[src/rtl/vga_timing_pkg.sv]
// -----------------------------------------------------------------------------
// vga_timing_pkg
// Shared 640x480@60 raster timing constants for vga_sync and pixel_gen.
//   VGA_H_* / VGA_V_*  : visible area, porches and sync widths (pixels / lines)
//   VGA_H_TOTAL/V_TOTAL: derived line length and frame height
//   VGA_SYNC_ACTIVE    : level of hsync/vsync while the pulse is asserted
//   VGA_CLK_DIV        : system clocks per pixel
//   sync_level()       : maps "pulse asserted" to the physical pin level
// -----------------------------------------------------------------------------
package vga_timing_pkg;

    localparam int VGA_H_DISPLAY = 640;
    localparam int VGA_H_FRONT   = 16;
    localparam int VGA_H_SYNC    = 96;
    localparam int VGA_H_BACK    = 48;

    localparam int VGA_V_DISPLAY = 480;
    localparam int VGA_V_FRONT   = 10;
    localparam int VGA_V_SYNC    = 2;
    localparam int VGA_V_BACK    = 33;

    localparam int VGA_H_TOTAL = VGA_H_DISPLAY + VGA_H_FRONT + VGA_H_SYNC + VGA_H_BACK;
    localparam int VGA_V_TOTAL = VGA_V_DISPLAY + VGA_V_FRONT + VGA_V_SYNC + VGA_V_BACK;

    localparam int VGA_CLK_DIV     = 4;
    localparam bit VGA_SYNC_ACTIVE = 1'b0;

    function automatic logic sync_level(input logic asserted, input logic active);
        return asserted ? active : ~active;
    endfunction

endpackage

[src/rtl/vga_sync_pixel_tick_gen.sv]
// -----------------------------------------------------------------------------
// pixel_tick_gen
// Divides the system clock down to the pixel rate.
//   clk    : system clock
//   reset  : asynchronous, active-low
//   p_tick : one-clk pulse every CLK_DIV clocks (constant 1 when CLK_DIV==1)
// -----------------------------------------------------------------------------
module pixel_tick_gen
    import vga_timing_pkg::*;
#(
    parameter int CLK_DIV = VGA_CLK_DIV
) (
    input  logic clk,
    input  logic reset,
    output logic p_tick
);

    // A one-bit counter is kept even for CLK_DIV==1: its wrap value is 0, so it
    // never leaves 0 and p_tick is 1 through and after reset.
    localparam int DW = (CLK_DIV > 1) ? $clog2(CLK_DIV) : 1;
    localparam logic [DW-1:0] DIV_LAST = DW'(CLK_DIV - 1);

    if (CLK_DIV < 1) begin : g_clk_div_err
        $error("pixel_tick_gen: CLK_DIV must be at least 1");
    end

    logic [DW-1:0] div;

    always_ff @(posedge clk or negedge reset) begin
        if (!reset) begin
            div <= '0;
        end else if (div == DIV_LAST) begin
            div <= '0;
        end else begin
            div <= div + 1'b1;
        end
    end

    assign p_tick = (div == DIV_LAST);

endmodule

[src/rtl/vga_sync.sv]
// -----------------------------------------------------------------------------
// vga_sync
// VGA raster timing generator: pixel enable, x/y counters, sync pulses and the
// active-video flag.
//   clk        : system clock
//   reset      : asynchronous, active-low
//   p_tick     : one-clk pulse per pixel period
//   x, y       : current horizontal / vertical count
//   video_on   : x < H_DISPLAY and y < V_DISPLAY
//   hsync      : horizontal sync, SYNC_ACTIVE while asserted
//   vsync      : vertical sync, SYNC_ACTIVE while asserted
//   frame_tick : one-clk pulse on the last pixel of a frame
// -----------------------------------------------------------------------------
module vga_sync
    import vga_timing_pkg::*;
#(
    parameter int H_DISPLAY   = VGA_H_DISPLAY,
    parameter int H_FRONT     = VGA_H_FRONT,
    parameter int H_SYNC      = VGA_H_SYNC,
    parameter int H_BACK      = VGA_H_BACK,
    parameter int V_DISPLAY   = VGA_V_DISPLAY,
    parameter int V_FRONT     = VGA_V_FRONT,
    parameter int V_SYNC      = VGA_V_SYNC,
    parameter int V_BACK      = VGA_V_BACK,
    parameter int CLK_DIV     = VGA_CLK_DIV,
    parameter bit SYNC_ACTIVE = VGA_SYNC_ACTIVE,
    parameter int X_BIT_WIDTH = 10,
    parameter int Y_BIT_WIDTH = 10
) (
    input  logic                   clk,
    input  logic                   reset,
    output logic                   p_tick,
    output logic [X_BIT_WIDTH-1:0] x,
    output logic [Y_BIT_WIDTH-1:0] y,
    output logic                   video_on,
    output logic                   hsync,
    output logic                   vsync,
    output logic                   frame_tick
);

    localparam int H_TOTAL = H_DISPLAY + H_FRONT + H_SYNC + H_BACK;
    localparam int V_TOTAL = V_DISPLAY + V_FRONT + V_SYNC + V_BACK;

    if (longint'(H_TOTAL - 1) >= (longint'(1) << X_BIT_WIDTH)) begin : g_x_width_err
        $error("vga_sync: H_TOTAL-1 does not fit in X_BIT_WIDTH");
    end
    if (longint'(V_TOTAL - 1) >= (longint'(1) << Y_BIT_WIDTH)) begin : g_y_width_err
        $error("vga_sync: V_TOTAL-1 does not fit in Y_BIT_WIDTH");
    end

    // All decode compares are done unsigned at counter width.
    localparam logic [X_BIT_WIDTH-1:0] X_LAST     = X_BIT_WIDTH'(H_TOTAL - 1);
    localparam logic [X_BIT_WIDTH-1:0] X_DISP     = X_BIT_WIDTH'(H_DISPLAY);
    localparam logic [X_BIT_WIDTH-1:0] HS_FIRST   = X_BIT_WIDTH'(H_DISPLAY + H_FRONT);
    localparam logic [X_BIT_WIDTH-1:0] HS_LAST    = X_BIT_WIDTH'(H_DISPLAY + H_FRONT + H_SYNC - 1);
    localparam logic [Y_BIT_WIDTH-1:0] Y_LAST     = Y_BIT_WIDTH'(V_TOTAL - 1);
    localparam logic [Y_BIT_WIDTH-1:0] Y_DISP     = Y_BIT_WIDTH'(V_DISPLAY);
    localparam logic [Y_BIT_WIDTH-1:0] VS_FIRST   = Y_BIT_WIDTH'(V_DISPLAY + V_FRONT);
    localparam logic [Y_BIT_WIDTH-1:0] VS_LAST    = Y_BIT_WIDTH'(V_DISPLAY + V_FRONT + V_SYNC - 1);

    logic [X_BIT_WIDTH-1:0] x_next;
    logic [Y_BIT_WIDTH-1:0] y_next;

    pixel_tick_gen #(
        .CLK_DIV (CLK_DIV)
    ) u_tick (
        .clk    (clk),
        .reset  (reset),
        .p_tick (p_tick)
    );

    always_comb begin
        x_next = x;
        y_next = y;
        if (p_tick) begin
            if (x == X_LAST) begin
                x_next = '0;
                y_next = (y == Y_LAST) ? '0 : y + 1'b1;
            end else begin
                x_next = x + 1'b1;
            end
        end
    end

    // Flags are decoded from the next counts so they update on the same edge
    // as x/y and always describe the (x,y) currently on the outputs.
    always_ff @(posedge clk or negedge reset) begin
        if (!reset) begin
            x        <= '0;
            y        <= '0;
            video_on <= 1'b1;
            hsync    <= ~SYNC_ACTIVE;
            vsync    <= ~SYNC_ACTIVE;
        end else begin
            x        <= x_next;
            y        <= y_next;
            video_on <= (x_next < X_DISP) && (y_next < Y_DISP);
            hsync    <= sync_level((x_next >= HS_FIRST) && (x_next <= HS_LAST), SYNC_ACTIVE);
            vsync    <= sync_level((y_next >= VS_FIRST) && (y_next <= VS_LAST), SYNC_ACTIVE);
        end
    end

    assign frame_tick = p_tick && (x == X_LAST) && (y == Y_LAST);

endmodule

[config.mk]
export PLATFORM = sky130hd
export DESIGN_NAME = vga_sync
export DESIGN_NICKNAME = d
export VERILOG_FILES = /design/src/rtl/vga_timing_pkg.sv /design/src/rtl/vga_sync_pixel_tick_gen.sv /design/src/rtl/vga_sync.sv
export SDC_FILE = /design/constraint.sdc
export NUM_CORES = 1
export LEC_CHECK = 0
export CORE_UTILIZATION = 53
export CTS_CLUSTER_SIZE = 24
export DETAILED_ROUTE_END_ITERATION = 16
export PLACE_DENSITY_LB_ADDON = 0.1
export SLEW_MARGIN = 0
export SYNTH_ARGS = -nofsm -noshare
export SYNTH_HDL_FRONTEND = slang
export SYNTH_SLANG_ARGS = --single-unit
[constraint.sdc]
create_clock -name clk -period 5.55 [get_ports clk]
set_input_delay 0.8325 -clock clk [delete_from_list [all_inputs] [get_ports clk]]
set_output_delay 0.8325 -clock clk [all_outputs]
set_load 0.03 [all_outputs]
After elaboration in Yosys (flattened, before gate mapping)
Cells that the tools add are included.
{ "totals": {"regBits": 25, "in_bits": 2, "out_inout_bits": 25, "wordCells": 31} }
{ "classes": {"add_sub_neg": 3, "n_lt_le_gt_ge": 6, "eq_ne": 3, "muxes": 8, "n_reduce_logical": 5} }
{ "ops": {"columns": ["op", "count"], "rows": [
  ["10-bit 2-to-1 mux", 5],
  ["10-bit by 1-bit adder with 10-bit output (second input constant)", 2],
  ["10-bit equality test (second input constant)", 2],
  ["10-bit >= comparator (second input constant)", 1],
  ["10-bit by 9-bit >= comparator with 1-bit output (second input constant)", 1],
  ["10-bit less-or-equal comparator (second input constant)", 1],
  ["10-bit by 9-bit less-or-equal comparator with 1-bit output (second input constant)", 1],
  ["10-bit less-than comparator (second input constant)", 1],
  ["10-bit by 9-bit less-than comparator with 1-bit output (second input constant)", 1],
  ["1-bit logical AND", 5],
  ["2-bit by 1-bit adder with 2-bit output (second input constant)", 1],
  ["2-bit equality test (second input constant)", 1],
  ["1-bit 2-to-1 mux", 2],
  ["2-bit 2-to-1 mux", 1]
]} }

Longest topological paths before layout
{ "depth": {"ltp_word": 7, "depth_mapped": 7, "ltp_nobuf": 7} }

Cells and area by module
Synthesis repeated with hierarchy kept, for this count alone.
{ "unflattened": {"hier_cells": 150, "hier_area_um2": 1471.4} }
{ "modules_own_cells": {"columns": ["module", "n_inst", "cells_per_inst", "area_each_um2", "seq_area_each_um2"], "rows": [
  ["vga_sync", 1, 146, 1405.1, 579.3],
  ["pixel_tick_gen", 1, 4, 66.3, 50.0]
]} }

Worst setup path after synthesis
OpenSTA, ideal clock, no wires.
{ "synth_timing": {"kind": "reg2out", "from": "register y[0]", "to": "output port frame_tick", "arrival_time_ns": 2.080, "t_required_ns": 4.718, "path_slack_ns": 2.637, "stages_incl_launch_ff": 6, "n_path_buf": 0, "path_cell_list": "dfrtp_1 > inv_1 > ha_1 > or4bb_1 > or3_1 > nor2_1"} }
{ "synth_via": {"elab_chain_cells": 2} }
{ "synth_rtl": {"columns": ["element", "line", "source"], "rows": [
  ["from (decl)", "vga_sync.sv:34", "output logic [Y_BIT_WIDTH-1:0] y,"],
  ["from (signal assigned)", "vga_sync.sv:96", "y <= y_next;"],
  ["10-bit equality test", "vga_sync.sv:103", "assign frame_tick = p_tick && (x == X_LAST) && (y == Y_LAST);"],
  ["1-bit logical AND", "vga_sync.sv:103", null],
  ["to (decl)", "vga_sync.sv:38", "output logic frame_tick"]
]} }
Every way passes these cells.

Worst setup path after layout
Ends and elaborated chain as after synthesis.

==> results_tabular.tex <==
\begin{tabular}{lr}
\hline
Metric & Value \\
\hline
\multicolumn{2}{l}{\textbf{STA}} \\
Slew at the pin closest to its max-slew limit & 1.116 ns \\
Max-slew violations & 0 \\
Final hold vios & 0 \\
Setup repair after global routing missed its margin & no \\
Final worst slack & 1.936 ns \\
Final critical path time including I/O delays and setup & 3.614 ns \\
Fmax & 0.2767 GHz \\
Final setup violation count & 0 \\
Clock skew after layout & 0.0007593 ns \\
Max-slew headroom at the worst pin & 25.37\% \\
Part of the cycle the worst path needs & 65.12\% \\
Final setup TNS & 0 ns \\
\multicolumn{2}{l}{\textbf{Pwr}} \\
Worst vdd rail ir drop & 0.1895 mV \\
Leak Pwr & 0.6915 nW \\
Total power after layout & 0.2662 mW \\
PD cells & 160.9 nW/um\^{}2 \\
\multicolumn{2}{l}{\textbf{Route}} \\
Number of vias per cell & 6.010 \\
Count of antenna-violating nets left after detailed routing & 0 \\
Total via count after detailed routing & 1,154 \\
Number of iterations in the first detailed-routing pass & 4 \\
Detailed-route DRC error count & 0 \\
DRC marker count from the first detailed-route iteration & 13 \\
Wire length after detailed routing & 2.914 mm \\
Drt wl/cell & 15.18 um \\
\multicolumn{2}{l}{\textbf{Logic synthesis}} \\
Dominant synthesized flop cell & sky130\_fd\_sc\_hd\_\_dfrtp\_1 \\
Count of mapped cells out of synthesis & 138 \\
Cell Area, Synth & 1344 um\^{}2 \\
Mean post-synth cell area & 9.738 um\^{}2 \\
Flop and latch count out of synthesis & 25 \\
Most area-consuming cells after synthesis & sky130\_fd\_sc\_hd\_\_dfrtp\_1, sky130\_fd\_sc\_hd\_\_dfstp\_2, sky130\_fd\_sc\_hd\_\_xnor2\_1, sky130\_fd\_sc\_hd\_\_ha\_1, sky130\_fd\_sc\_hd\_\_nand4\_1 \\
Unique cell type count in the Yosys netlist & 38 \\
Top-area cell type share of the netlist area & 40.97\% \\
Post-synth EDFFs & 0 \\
Number of nets produced by synthesis & 144 \\
Largest area contributor in the netlist & sky130\_fd\_sc\_hd\_\_dfrtp\_1 \\
FFs w/ async S/R, synth & 100.0\% \\
Share of synthesized area occupied by flip-flops and latches & 46.83\% \\
Synthesis Warnings & 0 \\
\multicolumn{2}{l}{\textbf{Placement}} \\
Dpl hpwl & 2.224 mm \\
Weighted congestion reported at the end of routability-driven placement & 0.8790 \\
Post-Place Setup Slack & 2.318 ns \\
Input/output buffers & 26 \\
\multicolumn{2}{l}{\textbf{Final layout}} \\
Inserted Diodes & 0 \\
Final-layout fill cell count & 170 \\
Most common cell after layout, fill and taps aside & sky130\_fd\_sc\_hd\_\_clkdlybuf4s50\_1 \\
Synth-to-layout area growth & 23.09\% \\
Final nets & 171 \\
Share of cells above drive strength 1 & 7.317\% \\
Finished Core Util & 72.00\% \\
Most frequent cells in the layout & sky130\_fd\_sc\_hd\_\_clkdlybuf4s50\_1, sky130\_fd\_sc\_hd\_\_dfrtp\_1, sky130\_fd\_sc\_hd\_\_inv\_1, sky130\_fd\_sc\_hd\_\_nand2\_1, sky130\_fd\_sc\_hd\_\_nor2\_1 \\
\multicolumn{2}{l}{\textbf{Clock tree}} \\
Insertion delay to the later sink of the worst-skew pair & 0.31 ns \\
Num CTS Buffers & 3 \\
Clk Tree Root Cell & sky130\_fd\_sc\_hd\_\_clkbuf\_4 \\
Total number of H-tree levels & 1 \\
Number of buffers inserted for hold repair after clock tree synthesis & 0 \\
Clock edge transition at the registers on the reported setup and hold paths & 0.13 ns \\
CTS tree & built \\
Maximum number of buffers from clock root to sink & 2 \\
Buffers inserted during post-CTS setup optimization & 0 \\
Clk sink count & 25 \\
PostCTS Resize Cnt & 0 \\
\multicolumn{2}{l}{\textbf{Status}} \\
Run status & finished, final reports clean \\
\multicolumn{2}{l}{\textbf{Die}} \\
Full die area & 2741 um\^{}2 \\
Starting utilization of the core area & 58.50\% \\
Std-Cell Core Area & 2297 um\^{}2 \\
Die Wd & 52.36 um \\
Die Y & 52.36 um \\
Num ports & 27 \\
Placement Rows & 17 \\
\multicolumn{2}{l}{\textbf{Worst setup path}} \\
Worst Reg-to-Reg Cells & 5 \\
Required arrival time at the worst endpoint & 4.72 ns \\
Maximum fanout along the worst path & 7 \\
Arrival @ worst endpoint & 2.78 ns \\
CP Capture Type & primary output \\
Startpoint type of the worst setup path & flop \\
Kind of critical path & reg -> out \\
\multicolumn{2}{l}{\textbf{Global route}} \\
Number of antenna violations at the first check in global routing & 0 \\
Total routing resource utilization after global routing & 24.65\% \\
GRT overflow & 0 \\
Via count of the first global-routing pass & 1,078 \\
Wire length of the first global-routing pass & 4.885 mm \\
Pin count of the biggest net entering global routing & 26 \\
\multicolumn{2}{l}{\textbf{Worst hold path}} \\
Number of stages on the worst hold path & 1 \\
HP Class & reg -> reg \\
\multicolumn{2}{l}{\textbf{Run}} \\
Number of maximum-capacitance violations & 0 \\
\hline
\end{tabular}
-- Yosys cell counts, types with 2 or more instances --
library cell / n
sky130_fd_sc_hd__dfrtp_1: 22
sky130_fd_sc_hd__inv_1: 12
sky130_fd_sc_hd__nand2_1: 11
sky130_fd_sc_hd__nor2_1: 10
sky130_fd_sc_hd__nand4_1: 8
sky130_fd_sc_hd__nor3_1: 7
sky130_fd_sc_hd__xnor2_1: 7
sky130_fd_sc_hd__nand3_1: 6
sky130_fd_sc_hd__a21oi_1: 5
sky130_fd_sc_hd__ha_1: 4
sky130_fd_sc_hd__o21ai_0: 4
sky130_fd_sc_hd__and4_1: 3
sky130_fd_sc_hd__clkbuf_1: 3
sky130_fd_sc_hd__dfstp_2: 3
sky130_fd_sc_hd__mux2i_1: 3
sky130_fd_sc_hd__nor4_1: 3
sky130_fd_sc_hd__xor2_1: 3
sky130_fd_sc_hd__nand2b_1: 2
sky130_fd_sc_hd__o211ai_1: 2
sky130_fd_sc_hd__or3_4: 2
-- final timing paths --
path / slack, ns / from / endpoint
worst min-delay path: 0.45 / u_tick.div[0]$_DFF_PN0_ / u_tick.div[0]$_DFF_PN0_
max in group asynchronous: 3.79 / reset / y[9]$_DFF_PN0_
min in group asynchronous: 1.10 / reset / y[3]$_DFF_PN0_
worst max register to register: 3.10 / x[5]$_DFF_PN0_ / vsync$_DFF_PN1_
worst max-delay path: 1.94 / y[0]$_DFF_PN0_ / frame_tick
worst min register to register: 0.45 / u_tick.div[0]$_DFF_PN0_ / u_tick.div[0]$_DFF_PN0_
-- power breakdown --
part / total, mW / internal [mW] / leakage, nW / switching (mW)
Combinational: 0.00403 / 0.000618 / 0.352 / 0.00342
Sequential: 0.182 / 0.182 / 0.325 / 0
Clock: 0.0799 / 0.0281 / 0.0150 / 0.0518
-- worst max-delay path, cell delays in order (launching register included) --
cell and delay [ns]:
sky130_fd_sc_hd__dfrtp_1 0.47, sky130_fd_sc_hd__inv_1 0.17, sky130_fd_sc_hd__ha_1 0.15, sky130_fd_sc_hd__or4bb_1 0.45, sky130_fd_sc_hd__or3_1 0.43, sky130_fd_sc_hd__nor2_1 0.12
sky130_fd_sc_hd__clkdlybuf4s50_1 0.67
-- state kept, by name (all words and copies together) (netlist names) --
signal / flops
x: 10
y: 10
u_tick.div: 2
hsync: 1
video_on: 1
vsync: 1
-- per-layer routing --
layer	GRT usage (%)	routed length [um]
met3	3.768	85
met4	9.211	40
met1	30.52	1281
met2	42.83	1506
met5	0	0
-- per-stage QoR --
| step | hold slack (ns) | std cells | instance area [um^2] |
|---|---|---|---|
| floorplan | 0.4031 | 138 | 1344 |
| global placement | 0.4135 | 188 | 1628 |
| detailed placement | 0.4370 | 188 | 1628 |
| CTS | 0.4545 | 192 | 1654 |
| global route | 0.4636 | 192 | 1654 |
| finish | 0.4472 | 192 | 1654 |
-- final cells by class --
cell class,count,area (um^2),share of cell area [%]
timing repair buffer,26,260.3,15.73
tap,28,35.03,2.118
clock buffer,4,26.28,1.588
multi-input combinational,97,658.1,39.79
sequential,25,629.4,38.05
inverter,12,45.04,2.723
-- cell families after synthesis --
group,Yosys count,synth area share [%]
xor gates and xnor gates,10,6.518
AOI/OAI and AO/OA,20,10.34
adders and majority gates,4,3.725
and+or+nand+nor,60,25.79
DFF,25,46.83
muxes,3,2.235
buffers and inverters,16,4.562
No activity file was read; power rests on OpenSTA's default activity.
